$ cat src/rtl/vco_dac_spi_tx.sv
// vco_dac_spi_tx -- SPI write serializer for the VCO tuning DAC.
//
// Takes 13-bit control-voltage words from the ramp controller, prefixes a
// 3-bit DAC command and shifts the frame out MSB first in SPI mode 0.
// Words that arrive while a frame is on the wire are coalesced into a
// single pending slot (newest wins), so the upstream side never stalls.
//
// Build option: define VCO_DAC_LDAC_EN to add the ldacn latch strobe
// (2-cycle low pulse after csn rises, inter-frame gap stretched to >= 3).
//
// Ports:
//   clk    in   system clock
//   arstn  in   asynchronous active-low reset
//   wdat   in   [DATA_W] voltage word, sampled when load=1
//   load   in   single-cycle write request
//   busy   out  frame active or a word pending
//   done   out  one-cycle pulse when a frame completes (csn rise)
//   sck    out  SPI clock, idles low
//   mosi   out  SPI data
//   csn    out  SPI chip select, active low
//   ldacn  out  DAC latch strobe, active low (VCO_DAC_LDAC_EN only)
module vco_dac_spi_tx #(
  parameter int               DATA_W   = 13,
  parameter int               CMD_W    = 3,
  parameter logic [CMD_W-1:0] CMD      = 3'b011,
  parameter int               CLK_DIV  = 4,
  parameter int               CS_SETUP = 2,
  parameter int               CS_HOLD  = 2,
  parameter int               CS_IDLE  = 2
) (
  input  logic              clk,
  input  logic              arstn,
  input  logic [DATA_W-1:0] wdat,
  input  logic              load,
  output logic              busy,
  output logic              done,
  output logic              sck,
  output logic              mosi,
  output logic              csn
`ifdef VCO_DAC_LDAC_EN
  ,
  output logic              ldacn
`endif
);

  localparam int FRAME_W = CMD_W + DATA_W;
`ifdef VCO_DAC_LDAC_EN
  // Gap must cover the 2-cycle ldacn pulse plus one cycle of it being high.
  localparam int GAP_LEN = (CS_IDLE > 3) ? CS_IDLE : 3;
`else
  localparam int GAP_LEN = CS_IDLE;
`endif
  localparam int MAX_A   = (CLK_DIV > CS_SETUP) ? CLK_DIV : CS_SETUP;
  localparam int MAX_B   = (CS_HOLD > GAP_LEN) ? CS_HOLD : GAP_LEN;
  localparam int CNT_MAX = (MAX_A > MAX_B) ? MAX_A : MAX_B;
  localparam int CNT_W   = $clog2(CNT_MAX + 1);
  localparam int BIT_W   = (FRAME_W > 1) ? $clog2(FRAME_W) : 1;

  // Counters load "length-1" and count down to zero.
  localparam logic [CNT_W-1:0] DIV_LAST   = CNT_W'(CLK_DIV - 1);
  localparam logic [CNT_W-1:0] SETUP_LAST = CNT_W'(CS_SETUP - 1);
  localparam logic [CNT_W-1:0] HOLD_LAST  = CNT_W'(CS_HOLD - 1);
  localparam logic [CNT_W-1:0] GAP_LAST   = CNT_W'(GAP_LEN - 1);
  localparam logic [CNT_W-1:0] CNT_ZERO   = CNT_W'(0);
  localparam logic [CNT_W-1:0] CNT_ONE    = CNT_W'(1);
  localparam logic [BIT_W-1:0] BIT_TOP    = BIT_W'(FRAME_W - 1);
  localparam logic [BIT_W-1:0] BIT_ZERO   = BIT_W'(0);
  localparam logic [BIT_W-1:0] BIT_ONE    = BIT_W'(1);

  typedef enum logic [2:0] {
    S_IDLE  = 3'd0,
    S_SETUP = 3'd1,
    S_SHIFT = 3'd2,
    S_HOLD  = 3'd3,
    S_GAP   = 3'd4
  } state_t;

  state_t               r_state, w_state_nxt;
  logic [CNT_W-1:0]     r_cnt, w_cnt_nxt;
  logic [BIT_W-1:0]     r_bit, w_bit_nxt;
  // Bits still to be sent after the one currently on mosi.
  logic [FRAME_W-2:0]   r_rest, w_rest_nxt;
  logic                 r_pend, w_pend_nxt;
  logic [DATA_W-1:0]    r_pdat, w_pdat_nxt;
  logic                 r_csn, w_csn_nxt;
  logic                 r_sck, w_sck_nxt;
  logic                 r_mosi, w_mosi_nxt;
  logic                 r_done, w_done_nxt;
  logic [DATA_W-1:0]    w_word;
  logic [FRAME_W-1:0]   w_frame;

  // A fresh load always beats an older pending word.
  assign w_word  = load ? wdat : r_pdat;
  assign w_frame = {CMD, w_word};

  // Next-state, datapath and output decode.
  always_comb begin
    w_state_nxt = r_state;
    w_cnt_nxt   = r_cnt;
    w_bit_nxt   = r_bit;
    w_rest_nxt  = r_rest;
    w_pend_nxt  = r_pend;
    w_pdat_nxt  = r_pdat;
    w_csn_nxt   = r_csn;
    w_sck_nxt   = r_sck;
    w_mosi_nxt  = r_mosi;
    w_done_nxt  = 1'b0;

    // Any load outside IDLE (including the done cycle) lands in the pending slot.
    if (load && (r_state != S_IDLE)) begin
      w_pend_nxt = 1'b1;
      w_pdat_nxt = wdat;
    end else begin
      w_pend_nxt = r_pend;
      w_pdat_nxt = r_pdat;
    end

    case (r_state)
      S_IDLE: begin
        if (load || r_pend) begin
          w_rest_nxt  = w_frame[FRAME_W-2:0];
          w_mosi_nxt  = w_frame[FRAME_W-1];
          w_pend_nxt  = 1'b0;
          w_csn_nxt   = 1'b0;
          w_cnt_nxt   = SETUP_LAST;
          w_state_nxt = S_SETUP;
        end else begin
          w_state_nxt = S_IDLE;
        end
      end
      S_SETUP: begin
        if (r_cnt == CNT_ZERO) begin
          w_cnt_nxt   = DIV_LAST;
          w_bit_nxt   = BIT_TOP;
          w_state_nxt = S_SHIFT;
        end else begin
          w_cnt_nxt = r_cnt - CNT_ONE;
        end
      end
      S_SHIFT: begin
        if (r_cnt != CNT_ZERO) begin
          w_cnt_nxt = r_cnt - CNT_ONE;
        end else if (!r_sck) begin
          w_sck_nxt = 1'b1;
          w_cnt_nxt = DIV_LAST;
        end else if (r_bit == BIT_ZERO) begin
          w_sck_nxt   = 1'b0;
          w_cnt_nxt   = HOLD_LAST;
          w_state_nxt = S_HOLD;
        end else begin
          // Falling sck: present the next bit for the following rising edge.
          w_sck_nxt  = 1'b0;
          w_cnt_nxt  = DIV_LAST;
          w_bit_nxt  = r_bit - BIT_ONE;
          w_mosi_nxt = r_rest[FRAME_W-2];
          w_rest_nxt = {r_rest[FRAME_W-3:0], 1'b0};
        end
      end
      S_HOLD: begin
        if (r_cnt == CNT_ZERO) begin
          w_csn_nxt   = 1'b1;
          w_mosi_nxt  = 1'b0;
          w_done_nxt  = 1'b1;
          w_cnt_nxt   = GAP_LAST;
          w_state_nxt = S_GAP;
        end else begin
          w_cnt_nxt = r_cnt - CNT_ONE;
        end
      end
      S_GAP: begin
        if (r_cnt == CNT_ZERO) begin
          w_state_nxt = S_IDLE;
        end else begin
          w_cnt_nxt = r_cnt - CNT_ONE;
        end
      end
      default: begin
        w_csn_nxt   = 1'b1;
        w_sck_nxt   = 1'b0;
        w_mosi_nxt  = 1'b0;
        w_state_nxt = S_IDLE;
      end
    endcase
  end

  // State register.
  always_ff @(posedge clk or negedge arstn) begin
    if (!arstn) begin
      r_state <= S_IDLE;
    end else begin
      r_state <= w_state_nxt;
    end
  end

  // Datapath and registered SPI outputs.
  always_ff @(posedge clk or negedge arstn) begin
    if (!arstn) begin
      r_cnt  <= CNT_ZERO;
      r_bit  <= BIT_ZERO;
      r_rest <= '0;
      r_pend <= 1'b0;
      r_pdat <= '0;
      r_csn  <= 1'b1;
      r_sck  <= 1'b0;
      r_mosi <= 1'b0;
      r_done <= 1'b0;
    end else begin
      r_cnt  <= w_cnt_nxt;
      r_bit  <= w_bit_nxt;
      r_rest <= w_rest_nxt;
      r_pend <= w_pend_nxt;
      r_pdat <= w_pdat_nxt;
      r_csn  <= w_csn_nxt;
      r_sck  <= w_sck_nxt;
      r_mosi <= w_mosi_nxt;
      r_done <= w_done_nxt;
    end
  end

`ifdef VCO_DAC_LDAC_EN
  logic r_ldacn;
  logic w_ldacn_nxt;
  // Low during the first two GAP counter values, i.e. csn_rise+1 and +2.
  localparam logic [CNT_W-1:0] LDAC_LO = CNT_W'(GAP_LEN - 2);

  assign w_ldacn_nxt = !((r_state == S_GAP) && (r_cnt >= LDAC_LO));

  // DAC latch strobe register.
  always_ff @(posedge clk or negedge arstn) begin
    if (!arstn) begin
      r_ldacn <= 1'b1;
    end else begin
      r_ldacn <= w_ldacn_nxt;
    end
  end

  assign ldacn = r_ldacn;
`endif

  // Derived only from registers, so load cannot glitch it.
  assign busy = (r_state != S_IDLE) || r_pend;
  assign done = r_done;
  assign sck  = r_sck;
  assign mosi = r_mosi;
  assign csn  = r_csn;

endmodule

$ cat config.mk
export PLATFORM = sky130hd
export DESIGN_NAME = vco_dac_spi_tx
export DESIGN_NICKNAME = d
export VERILOG_FILES = /design/src/rtl/vco_dac_spi_tx.sv
export SDC_FILE = /design/constraint.sdc
export NUM_CORES = 1
export LEC_CHECK = 0
export CORE_MARGIN = 1.5
export CORE_UTILIZATION = 62
export DETAILED_ROUTE_END_ITERATION = 8
export PLACE_DENSITY = 0.85
export SETUP_SLACK_MARGIN = 0.1
export SLEW_MARGIN = 0
export SYNTH_ARGS = -nofsm -noshare
export SYNTH_HDL_FRONTEND = slang
export SYNTH_SLANG_ARGS = --single-unit
$ cat constraint.sdc
create_clock -name clk -period 3.2 [get_ports clk]
set_clock_uncertainty 0.05 [all_clocks]
set_input_delay 0.48 -clock clk [delete_from_list [all_inputs] [get_ports clk]]
set_output_delay 0.48 -clock clk [all_outputs]
set_load 0.01 [all_outputs]
==> impl_results.md <==
* Top-count cell post-synth: dfrtp_1
* Post-route DRC at 0
* CTS clk-pin slew, worst paths at 0.08 ns
* Hpwl dp at 3100 um
* Syn nets at 255
* Total vias in the final route at 1773
* Max Cap Violations at 0
* CTS H-tree lvls at 2
* I/O pin cnt at 21
* Pre-CTS setup slack at 0.843 ns
* Setup TNS at 0 ns
* Total track usage at 24.4%
* Wire length of the first global-routing pass at 7850 um
* Critical path type: reg2out
* Slew HR at 35.7%
* Post-route cell area at 2660 um2
* PortBufs at 20
* Cell taking the most area after synthesis: dfrtp_1
* Share of cells above drive strength 1 at 19.7%
* Worst min path class: in2async
* Die Span X at 65.1 um
* DR pass1 iterations at 4
* Grt ovf at 0
* Tmin final at 2.70 ns
* Status: complete, no violations
* Setup slack, reg-to-reg at 1.05 ns
* Placed cells at 289
* Top cells by count, synth: dfrtp_1, nor2_1, a21oi_1
* PwrDens at 383 nW/um2
* Crit path DAT at 2.17 ns
* YS warnings at 0
* CTS tree: yes
* Final setup fails at 0
* Unrepaired setup endpoints after global routing: false
* Sink Count at 43
* Initial antenna violation count at 0
* Critical path fanouts, max at 20
* Register area share after synthesis at 45.1%
* Chip Height at 65.1 um
* Worst Setup SP: r_state[0]
* Number of diodes at 0
* FP Rows at 22
* Area contributors post-synth: dfrtp_1, mux2i_1, mux2_2
* Period utilisation layout at 84.5%
* RR Startpoint: r_bit[0]
* Worst r2r path cells at 6
* CTS resizes at 0
* Layout Area Growth over Synthesis at 11.2%
* Max frequency at 370 MHz
* Setup bufs post-CTS at 0
* Finished Layout Cells at 297
* Vias in the first global route at 1656
* Max Slew Vio Count at 0
* EDFF count, synth at 0
* Maximum VDD drop at 0.267 mV
* Critical Path End Type: primary output
* CTS Hold Bufs at 0
* Die footprint at 4240 um2
* Reg2reg end: r_rest[3]
* Leakage at 0.00114 uW
* Syn_area_per_cell at 10.1 um2
* Avg Vias per Cell at 5.97
* Nets@finish at 267
* FFs w/ async S/R, synth at 100%
* Worst skew pair latency at 0.29 ns
* Initial core utilization at 64.8%
* Synth cell types at 55
* Seq. cell area at 1080 um2
* Fill cells at 277
* Routability cong. at 0.811
* CTS Buf Count at 5
* Slew @ Worst Pin at 0.965 ns
* Total Power at 1020 uW
* Post-synthesis instance area at 2390 um2
* Worst Setup Start Kind: flip-flop
* Area occupied by multi-input gates at 1180 um2
* Final WL at 4620 um
* CP Capture Point: busy
* Wire per inst at 15.6 um
* CORE AREA at 3690 um2
* Root Buffer: clkbuf_8
* Setup WS post-layout at 0.496 ns
* Synth Flop Type: dfrtp_1
* Yosys reg bits at 43
* Pin count of the biggest net entering global routing at 44
* DR iter-0 viols at 119
* Max clock buf depth at 2
* Antenna-violating nets left at 0
* Synth top area share at 44.0%
* Final Hold Viols at 0
* Cells after Synth at 236
* WP data required at 2.67 ns
* Placed instance area at 2560 um2
## worst min path at each step
stage / startpoint / end / slack [ns] / depth (start not counted)
floorplan: arstn / done / 0.13 / 0
global placement: r_pdat[7] / r_pdat[7] / 0.42 / 1
detailed placement: r_pdat[6] / r_pdat[6] / 0.44 / 1
CTS: arstn / r_pdat[2] / 0.30 / 1
global route: arstn / done / 0.37 / 1
finish: arstn / r_bit[2] / 0.28 / 1
## cell type report
type	instances	area share, %
inverter	5	0.707
tap	48	2.26
timing repair buffer	23	8.20
sequential	43	40.6
clock buffer	8	3.77
multi-input combinational	170	44.5
## power by group
part | leakage (uW) | switching, uW | internal [uW]
logic | 0.000547 | 31.8 | 40.0
registers | 0.000542 | 7.62 | 560
clock network | 0.0000515 | 182 | 197
## placed cells by master, fill, tap and decap left out, drive strengths merged, types with 3 or more instances in the layout
master         instances
a211oi                 5
a21oi                 21
and3                   4
buf                    4
clkbuf                 8
clkdlybuf4s50         19
dfrtp                 42
ha                     3
inv                    5
mux2                  14
mux2i                 13
nand2                  8
nand3                  5
nor2                  28
nor3                   8
o21ai                 29
or2                    3
## critical path: stages (launching register included)
cell	delay [ns]
dfrtp_1	0.60
or3_4	0.51
or2_2	0.29
clkdlybuf4s50_1	0.48
## flip-flops by register name, indices dropped and copies added (netlist names)
signal / cells
r_rest: 15
r_pdat: 13
r_bit: 4
r_cnt: 3
r_state: 3
csn: 1
done: 1
mosi: 1
r_pend: 1
sck: 1
## stage by stage
step | util, % | hold WS [ns]
finish | 72.0 | 0.284
global route | 72.0 | 0.368
floorplan | - | 0.134
global placement | 69.3 | 0.425
CTS | 72.0 | 0.304
detailed placement | 69.3 | 0.439
## cell families (layout without fill, tap and decap cells)
logic type,after synthesis,after routing,synth area share [%]
AO/OA/AOI/OAI,69,69,19.5
AND/OR/NAND/NOR,69,69,15.4
XOR/XNOR,2,2,0.733
adder cells (fa/ha/maj),3,3,1.57
buffers and inverters,23,36,5.45
multiplexers,27,27,12.2
flip-flops,43,43,45.1
## layer usage
metal | global-route usage [%] | vias to the layer above | part of all wire [%]
met3 | 6.08 | 6 | 4.3
met1 | 36.6 | 843 | 48
met4 | 7.03 | 0 | 1.2
met2 | 35.1 | 45 | 47
met5 | 0 | - | 0
li1 | - | 879 | -
No activity file was read; power rests on OpenSTA's default activity.
